<file path="config.mk">
export PLATFORM = sky130hd
export DESIGN_NAME = syst_psum_drain
export DESIGN_NICKNAME = d
export VERILOG_FILES = /design/src/rtl/syst_psum_drain.sv
export SDC_FILE = /design/constraint.sdc
export NUM_CORES = 1
export LEC_CHECK = 0
export ABC_AREA = 1
export BUFFER_PORTS_ARGS = -buffer_cell sky130_fd_sc_hd__buf_2
export CORE_ASPECT_RATIO = 0.5
export CORE_MARGIN = 5
export CORE_UTILIZATION = 64
export CTS_CLUSTER_SIZE = 20
export DETAILED_ROUTE_END_ITERATION = 7
export PLACE_DENSITY = 0.82
export SETUP_SLACK_MARGIN = 0.2
export SYNTH_ARGS = -nofsm -noshare
export SYNTH_HDL_FRONTEND = slang
export SYNTH_SLANG_ARGS = --single-unit
</file>
<file path="constraint.sdc">
create_clock -name clk_i -period 26.6 [get_ports clk_i]
set_input_delay 2.66 -clock clk_i [delete_from_list [all_inputs] [get_ports clk_i]]
set_output_delay 2.66 -clock clk_i [all_outputs]
set_load 0.005 [all_outputs]
</file>
<file path="src/rtl/syst_psum_drain.sv">
// Bottom-edge collector for the systolic array: deskews the staggered per-column
// partial sums into aligned rows and buffers them in a small valid/ready FIFO.
module syst_psum_drain #(
  parameter int COLS     = 4,
  parameter int SO_WIDTH = 17,
  parameter int DEPTH    = 4
) (
  input  logic                       clk_i,
  input  logic                       rst_i,
  input  logic                       clear_i,
  input  logic [COLS-1:0]            col_valid_i,
  input  logic [COLS*SO_WIDTH-1:0]   col_psumm_i,
  output logic [COLS*SO_WIDTH-1:0]   row_psumm_o,
  output logic                       row_valid_o,
  input  logic                       row_ready_i,
  output logic [$clog2(DEPTH):0]     count_o,
  output logic                       overflow_o,
  output logic                       misalign_o
);

  localparam int PTR_W = $clog2(DEPTH);
  localparam int CNT_W = PTR_W + 1;

  typedef logic [COLS-1:0][SO_WIDTH-1:0] row_t;

  logic [COLS-1:0]  av;
  row_t             ad;
  row_t             mem [DEPTH];
  logic [PTR_W-1:0] wptr_q, rptr_q;
  logic [CNT_W-1:0] count_q, count_d;
  logic             overflow_q, misalign_q;
  logic             push, pop, full, push_ok, partial;

  // Column c is delayed COLS-1-c cycles so that all columns of a row line up
  // with the last column, which arrives undelayed.
  for (genvar c = 0; c < COLS; c++) begin : g_col
    localparam int NST = COLS - 1 - c;
    if (NST == 0) begin : g_pass
      assign av[c] = col_valid_i[c];
      assign ad[c] = col_psumm_i[c*SO_WIDTH +: SO_WIDTH];
    end else begin : g_dly
      logic [NST-1:0]               v_q;
      logic [NST-1:0][SO_WIDTH-1:0] d_q;

      always_ff @(posedge clk_i or posedge rst_i) begin
        // NOTE: non-blocking assignments make every stage sample the pre-edge value of its neighbour.
        if (rst_i) begin
          v_q <= '0;
          d_q <= '0;
        end else if (clear_i) begin
          v_q <= '0;
        end else begin
          v_q[0] <= col_valid_i[c];
          if (col_valid_i[c]) d_q[0] <= col_psumm_i[c*SO_WIDTH +: SO_WIDTH];
          for (int s = 1; s < NST; s++) begin
            v_q[s] <= v_q[s-1];
            if (v_q[s-1]) d_q[s] <= d_q[s-1];
          end
        end
      end

      assign av[c] = v_q[NST-1];
      assign ad[c] = d_q[NST-1];
    end
  end

  assign row_valid_o = (count_q != '0);

  always_comb begin
    // NOTE: defaults first so no path through this block can infer a latch.
    count_d = count_q;
    full    = (count_q == CNT_W'(DEPTH));
    push    = &av;
    partial = (|av) & ~push;
    pop     = row_valid_o & row_ready_i;
    push_ok = push & (~full | pop);
    if (push_ok && !pop)      count_d = count_q + CNT_W'(1);
    else if (!push_ok && pop) count_d = count_q - CNT_W'(1);
  end

  always_ff @(posedge clk_i or posedge rst_i) begin
    if (rst_i) begin
      wptr_q     <= '0;
      rptr_q     <= '0;
      count_q    <= '0;
      overflow_q <= 1'b0;
      misalign_q <= 1'b0;
    end else if (clear_i) begin
      wptr_q     <= '0;
      rptr_q     <= '0;
      count_q    <= '0;
      overflow_q <= 1'b0;
      misalign_q <= 1'b0;
    end else begin
      if (push_ok) wptr_q <= wptr_q + PTR_W'(1);
      if (pop)     rptr_q <= rptr_q + PTR_W'(1);
      count_q <= count_d;
      if (push && full && !pop) overflow_q <= 1'b1;
      if (partial)              misalign_q <= 1'b1;
    end
  end

  // When full with a simultaneous pop, wptr equals rptr: the head is read
  // combinationally this cycle and overwritten at the edge.
  always_ff @(posedge clk_i or posedge rst_i) begin
    // NOTE: storage is reset so the head reads 0 out of reset; clear deliberately leaves it alone.
    if (rst_i) begin
      for (int i = 0; i < DEPTH; i++) mem[i] <= '0;
    end else if (!clear_i && push_ok) begin
      mem[wptr_q] <= ad;
    end
  end

  assign row_psumm_o = mem[rptr_q];
  assign count_o     = count_q;
  assign overflow_o  = overflow_q;
  assign misalign_o  = misalign_q;

endmodule

</file>
# --- Word level (Yosys, flattened, before mapping) ---
# Cells that the tools add are included.
totals:
  reg_bits: 389
  in_bits: 76
  out_inout_bits: 74
  word_cells: 90
op_classes:
  n_addsub: 4
  magnitude_cmp: 3
  eq_ne: 1
  n_mux: 20
  bitwise_logic: 9
  reduce_logical: 23
ops:
  columns: ["cell", "count"]
  rows:
  - ["272-bit bitwise mux", 1]
  - ["68-bit 2-to-1 mux", 3]
  - ["68-bit binary-select mux with 2-bit select", 1]
  - ["68-bit demux with 2-bit select", 1]
  - ["3-bit 2-to-1 mux", 4]
  - ["2-bit AND reduction", 6]
  - ["2-bit 2-to-1 mux", 5]
  - ["2-bit nonzero test", 4]
  - ["3-bit >= comparator (second input constant)", 2]
  - ["1-bit logical AND", 6]
  - ["2-bit NOT with 3-bit output", 2]
  - ["3-bit nonzero test", 2]
  - ["1-bit 2-to-1 mux", 5]
  - ["2-bit by 1-bit adder with 2-bit output (second input constant)", 2]
  - ["4-bit AND reduction", 1]
  - ["4-bit OR reduction", 1]
  - ["3-bit by 1-bit adder with 3-bit output (second input constant)", 1]
  - ["1-bit bitwise AND", 3]
  - ["3-bit == test (second input constant)", 1]
  - ["1-bit logical NOT", 3]
  - ["3-bit by 1-bit < comparator with 1-bit output (second input constant)", 1]
  - ["1-bit NOT", 3]
  - ["3-bit by 1-bit subtractor with 3-bit output (second input constant)", 1]
  - ["1-bit OR", 1]

# --- Longest topological paths before layout ---
# Gate-level depths: netlist of run 1.
logic_depth:
  ltp_word: 9
  ltp_mapped: 10
  mapped_depth_nobuf: 10

# --- Least setup slack after synthesis of run 1 ---
# OpenSTA, ideal clock, no wires.
synth_path:
  kind: "register -> output"
  start: "register rptr_q[0]"
  end: "output row_psumm_o[0]"
  t_arrival_ps: 1260
  slack_ps: 22680
  path_stages_with_launch: 7
  path_cell_list: "dfrtp_1 -> buf_2 -> inv_1 -> buf_2 -> clkbuf_1 -> nor2_1 -> o22ai_1"
synth_via:
  elab_chain_cells: 4
synth_lines:
  columns: ["element", "line", "text"]
  rows:
  - ["from (decl)", "29", "logic [PTR_W-1:0] wptr_q, rptr_q;"]
  - ["from (signal assigned)", "96", "if (pop) rptr_q <= rptr_q + PTR_W'(1);"]
  - ["2-bit NOT with 3-bit output (implied by the code)", "114", "assign row_psumm_o = mem[rptr_q];"]
  - ["68-bit binary-select mux with 2-bit select", "114", null]
  - ["68-bit 2-to-1 mux (implied by the code) (2 in a row)", "114", null]
  - ["to (decl)", "13", "output logic [COLS*SO_WIDTH-1:0] row_psumm_o,"]
# Every way passes these cells. The select of a mux whose other input is x is not followed.

# --- Worst setup path in the final report of run 1 ---
# Ends and elaborated chain as after synthesis.

==> reports/metrics.yaml, run 1 <==
critical_path:
  crit_slowest_cell: "buf_4"
  max_stage_delay_ns: 0.72
  r2r_end: "mem[147]$_DFFE_PP0P_"
  worstSetupEndpointType: "output pin"
  cp_top_family: "buffers and inverters"
  startpoint_type: "register"
  arrival_ns: 3.12
  crit_buf_inv: 3
  path_class: "reg2out"
  crit_chain: "inv_4, buf_4, o21ai_0, o22ai_1, buf_2"
  critical_path.max_fanout: 73
  worstReg2RegStart: "count_o[0]$_DFFE_PP0P_"
  reg2regPathDepth: 7
  crit_required_ns: 23.94
  r2r_slack_ns: 23.99
power_and_ir_drop:
  power_density_nw_per_um2: 82.5
  pwr-share-comb: 0.184
  p_sw_frac: 0.282
  p_switching_uw: 421
  p_seq_frac: 0.432
  irDropWorstVdd_v: 0.0000425
  p_int_mw: 1.07
  p_leak_nw: 8.92
  pwr-share-clk: 0.384
clocking:
  htree_levels: 2
  cts_buffer_depth: 3
  cts_tree: "built"
  cts_root_buf: "clkbuf_16"
  ctsResizeCount: 0
  insertion_delay_ns: 0.52
  clk_pin_slew_ns: 0.07
  clkSinkCount: 389
  cts_setup_buffers: 0
  cts_hold_buf: 0
  cts-buffers-inserted: 35
synthesis:
  synthMuxAreaShare: 0
  synth_fa_ha_area_frac: 0.00436
  synth_top_cells_by_area: "dfrtp_1, o21ai_0, nand2_1"
  yosys.area_share.simple: 0.158
  ys_ff_latch: 389
  syn_nets: 1870
  ys_seq_area_frac: 0.606
  syn_area_per_cell_um2: 8.98
  yosysWarnings: 0
  synth_top_area_cell: "dfrtp_1"
  synth_top_area_share: 0.606
  synth_cell_types: 25
  synth-compound-area-share: 0.173
  syn_area_um2: 16100
  synth_xor_area_frac: 0
  netlist_instances: 1789
  synth_top_family_by_area: "compound AO/OA/AOI/OAI gates"
grt:
  grt_start_max_net_pins: 117
  grt-ovfl-total: 0
  grt_pass1_wl_mm: 61.4
  antenna_found_initial: 1
  grt_pass1_vias: 12200
  grt_usage: 0.263
finish:
  final_nets: 1952
  syn_to_final_growth_pct: 12.4
  final_area_um2: 18100
  drive_above_1_share: 0.127
  fill_cells: 1870
detailed_routing:
  dr.pass1.iters: 7
  viasPerCell: 5.68
  avgRoutedWirePerCell_um: 16.5
  num_vias: 12700
  drt_drc_violations_left: 0
  finalWirelength_mm: 37.0
  drtIter0Drc: 1384
  ant_nets: 0
floorplanning:
  die_h_um: 122
  rows: 41
  dieArea_um2: 28600
  io_pins: 150
  core_area_um2: 24900
  die_w_um: 234
  initial_core_util: 0.644
placed_design:
  gp_congestion: 0.771
  io_buffers: 149
  dp_hpwl_mm: 21.0
  dp_slack_ns: 21.31
  dpl_cell_area_um2: 16700
sta:
  setup_tns_ns: 0
  timing.final.hold_violations: 0
  rsz0062_at_grt: "false"
  skew_ns: 0.0148
  finalWorstSetupSlack_ns: 20.82
  fmax_ghz: 0.173
  max_slew_margin: 0.350
  finalSetupViolCount: 0
  maxSlewViolCount: 0
  fin_crit_sh: 0.217
  finalCriticalPeriod_ns: 5.78
  worst_pin_slew_ns: 0.976
min_path:
  worst_hold_path.num_cells: 2
  holdPathEnd: "g_col[0].g_dly.d_q[25]$_DFFE_PP0P_"
  min_from: "g_col[0].g_dly.d_q[8]$_DFFE_PP0P_"
  hold_path_class: "reg2reg"
outcome:
  outcome: "finished, final reports clean"
flow_run:
  maxCapViolations: 0
cell families after synthesis:
kind of cell	after synthesis
flip-flops	389
AND/OR/NAND/NOR	653
AO/OA/AOI/OAI	538
buffers and inverters	204
adder cells (fa/ha/maj)	5
Yosys cell counts (all sizes together):
cell / number
a21oi: 5
or3: 1
fa: 1
dfrtp: 389
inv: 86
nand2: 503
nand3: 5
clkbuf: 73
nand4: 2
ha: 4
o21ai: 464
buf: 43
nor2: 142
clkinv: 2
o22ai: 69
tightest hold or removal path, stage by stage, from the launching register on:
cell and delay [ns]:
dfrtp_1 0.34, nand2_1 0.05, nand2_1 0.05
sequential cells by signal (all words and copies together) (netlist names):
register	flops
g_col.g_dly.d_q	68
rptr_q	2
overflow_o	1
count_o	3
wptr_q	2
ad	34
g_col.g_dly.v_q	6
mem	272
misalign_o	1
area by class of cell:
class	count	area (um2)	share of cell area
multi-input cells	1196	5390	0.298
clock inverters	9	231	0.0128
clock buffers	53	1100	0.0607
well taps	344	430	0.0238
repair buffers	161	836	0.0463
inverters	88	340	0.0188
flip-flops and latches	389	9740	0.539
diodes	1	2.50	0.000139
placed cells by master, fill, tap and decap left out, drive strengths merged, types with 4 or more instances in the layout:
master,instances
clkbuf,53
nand3,5
inv,86
nor2,142
o22ai,69
a21oi,5
clkinv,4
nand2,503
dfrtp,389
bufinv,7
o21ai,464
ha,4
buf,161
per-layer routing:
| layer | wire [um] | global-route usage |
|---|---|---|
| met1 | 16700 | 0.387 |
| met2 | 17300 | 0.418 |
| met3 | 2190 | 0.0408 |
| met4 | 791 | 0.0718 |
| met5 | 0 | 0 |
per-stage QoR:
stage / std cells / total power [mW] / hold slack (ns) / utilization
2_1_floorplan: 1789 / 0.822 / 0.442 / -
3_3_place_gp: 2178 / 0.920 / 0.451 / 0.671
3_5_place_dp: 2178 / 0.926 / 0.454 / 0.671
4_1_cts: 2240 / 1.50 / 0.470 / 0.724
5_1_grt: 2241 / 1.56 / 0.499 / 0.724
6_report: 2241 / 1.49 / 0.470 / 0.724
worst max-delay path by stage:
stage,start,slack (ns),cells past startpoint,endpoint
after floorplan,rst_i,13.13,1,ad[0]$_DFFE_PP0P_
after global placement,rst_i,21.33,4,g_col[0].g_dly.d_q[16]$_DFFE_PP0P_
after detailed placement,rst_i,21.31,4,g_col[0].g_dly.d_q[1]$_DFFE_PP0P_
after CTS,rptr_q[0]$_DFFE_PP0P_,20.86,5,row_psumm_o[0]
after global routing,rptr_q[0]$_DFFE_PP0P_,20.63,5,row_psumm_o[0]
final,rptr_q[0]$_DFFE_PP0P_,20.82,5,row_psumm_o[0]
power by group through the flow:
| stage | clock (mW) | sequential [mW] | combinational (mW) |
|---|---|---|---|
| after global routing | 0.605 | 0.647 | 0.310 |
| after CTS | 0.579 | 0.643 | 0.276 |
| after detailed placement | 0 | 0.654 | 0.272 |
| after floorplan | 0 | 0.644 | 0.178 |
| after global placement | 0 | 0.653 | 0.267 |
| final | 0.572 | 0.644 | 0.274 |
Note: power is estimated with default switching activity, not from simulation.
==> run 2, diff against run 1 <==
Settings changed: ABC_AREA 1 to 0, CORE_UTILIZATION 64 to 54, PLACE_DENSITY 0.82 to 0.73.
Clock period 26.6 ns to 5.2 ns, I/O delays scaled along.
==> run 2 against run 1 <==
Combinational power up 140%. Final cell count down 32%. Sequential power rose to 5.4 times the previous value. Clock skew up 0.0023 ns. Flip-flop and latch count unchanged. Sequential share of layout area down 1.8 points. Wire length down 10%. Register-to-register slack worse by 22 ns. Synthesized cell count down 47%. Non-clock buffer count up 5. Critical path type unchanged.
==> reports/metrics.yaml, run 2 <==
outcome:
  outcome: "finished, final reports clean"
sta:
  maxSlewViolCount: 0
  timing.final.hold_violations: 0
  skew_ns: 0.0170
  setup_tns_ns: 0
  fin_crit_sh: 0.596
  finalSetupViolCount: 0
  max_slew_margin: 0.216
  hold-worst-slack_ns: 0.195
  rsz0062_at_grt: "false"
  finalCriticalPeriod_ns: 3.10
  fmax_ghz: 0.323
  worst_pin_slew_ns: 1.17
power_and_ir_drop:
  irDropWorstVdd_v: 0.000223
  p_total_mw: 6.66
  power_density_nw_per_um2: 356
  p_leak_nw: 8.99
clocking:
  insertion_delay_ns: 0.52
  clkSinkCount: 389
  cts_buffer_depth: 3
  cts_tree: "built"
  ctsResizeCount: 0
  cts-buffers-inserted: 35
  cts_hold_buf: 0
  cts_root_buf: "clkbuf_16"
  htree_levels: 2
  cts_setup_buffers: 0
  clk_pin_slew_ns: 0.06
synthesis:
  ys_seq_area_frac: 0.587
  netlist_instances: 951
  yosysMostFrequentCell: "dfrtp_1"
  yosysWarnings: 0
  syn_area_um2: 16600
  ys_ff_latch: 389
  synth_top_cells_by_area: "dfrtp_1, mux2_2, mux4_2"
  synthTopCellsByCount: "dfrtp_1, mux2_2, mux2_4"
  async_flop_share: 1.00
  synth_top_area_share: 0.587
  synth_flop_cell: "dfrtp_1"
  synth_top_area_cell: "dfrtp_1"
  syn_nets: 1032
  synth_cell_types: 34
  synth-edff-count: 0
  syn_area_per_cell_um2: 17.4
critical_path:
  crit_chain: "buf_4, mux4_2, buf_2"
  critical_path.max_fanout: 30
  arrival_ns: 2.58
  path_class: "reg2out"
  startpoint_type: "register"
  cp_top_family: "flip-flops"
  max_stage_delay_ns: 0.82
  worstSetupEndpointType: "output pin"
  crit_buf_inv: 2
  crit_slowest_cell: "dfrtp_4"
  worstReg2RegStart: "g_col[2].g_dly.v_q$_DFF_PP0_"
  crit_required_ns: 4.68
  crit_path_start: "rptr_q[1]$_DFFE_PP0P_"
floorplanning:
  core_area_um2: 30300
  die_h_um: 134
  dieArea_um2: 34500
  rows: 45
  io_pins: 150
  initial_core_util: 0.548
  die_w_um: 258
finish:
  layout_commonest_cell: "dfrtp_1"
  regMostFlops: "mem"
  fill_cells: 2211
  mostFrequentLayoutCells: "dfrtp_1, mux2_2, buf_2, mux2_4, mux4_2"
  syn_to_final_growth_pct: 12.7
  fin_util: 0.617
  final_nets: 1173
  drive_above_1_share: 0.602
  largest_reg_flops: 272
detailed_routing:
  drtIter0Drc: 471
  avgRoutedWirePerCell_um: 21.9
  num_vias: 8536
  drt_drc_violations_left: 0
  dr.pass1.iters: 4
  viasPerCell: 5.62
  ant_nets: 0
  finalWirelength_mm: 33.2
placed_design:
  gp_congestion: 0.724
  io_buffers: 149
  dp_hpwl_mm: 20.3
min_path:
  hold_path_class: "in2async"
grt:
  grt-ovfl-total: 0
  grt_start_max_net_pins: 174
  grt_pass1_vias: 9531
  grt_usage: 0.196
  antenna_found_initial: 2
  grt_pass1_wl_mm: 54.2
flow_run:
  maxCapViolations: 0
-- run 2: cell types whose count changed after synthesis, sizes merged, moves of 4 or more --
| cell | change |
|---|---|
| inv | -81 |
| clkbuf | -63 |
| buf | +9 |
| nor2 | -136 |
| mux4 | +68 |
| nand3 | -4 |
| and2 | +5 |
| nand2 | -501 |
| o22ai | -69 |
| o21ai | -463 |
| nor2b | +6 |
| nor3 | +5 |
| mux2 | +374 |
-- run 2: metrics by stage --
step           std cells  cell area [um2]  worst slack, ns
6_report            1518            18700             2.10
5_1_grt             1518            18700             1.92
4_1_cts             1516            18700             2.01
2_1_floorplan        951            16600           -0.552
3_3_place_gp        1454            17600             2.20
3_5_place_dp        1454            17600             2.12
-- run 2: power breakdown --
part	switching, mW	internal (mW)
logic	0.302	0.356
clock network	1.09	1.42
registers	0.251	3.24
total	1.65	5.02
-- run 2: kinds of logic after synthesis --
logic type               synth area share
AND/OR/NAND/NOR                    0.0116
adder cells (fa/ha/maj)           0.00422
buffers and inverters              0.0261
XOR/XNOR                          0.00158
AO/OA/AOI/OAI                     0.00498
multiplexers                        0.365
flip-flops                          0.587
-- run 2: worst min-delay path, delay by kind of cell --
| family | cells | cell delay, ns |
|---|---|---|
| buffers and inverters | 3 | 0.63 |
-- run 2: area by class of cell --
type	instances	area, um2	area share
clock inverter	11	109	0.00582
inverter	5	22.5	0.00120
antenna	2	5.00	0.000268
tap	399	499	0.0267
multi-input combinational	495	6440	0.345
timing repair buffer	166	886	0.0474
sequential	389	9740	0.521
clock buffer	51	986	0.0527
-- run 2: per-layer routing --
metal	wire (um)	vias up	global-route usage
met5	0	-	0
met2	16600	91	0.331
met4	458	0	0.0427
met1	15200	4648	0.274
li1	-	3762	-
met3	894	35	0.0329
-- run 2: final timing paths --
path	to	slack [ns]	depth (start not counted)
hold reg to reg	ad[21]$_DFFE_PP0P_	0.49	1
setup reg to reg	mem[164]$_DFFE_PP0P_	2.42	5
setup / recovery	row_psumm_o[52]	2.10	3
hold / removal	mem[219]$_DFFE_PP0P_	0.19	3
min in group clk_i	g_col[2].g_dly.d_q[5]$_DFFE_PP0P_	0.23	2
max in group asynchronous	mem[207]$_DFFE_PP0P_	3.75	4
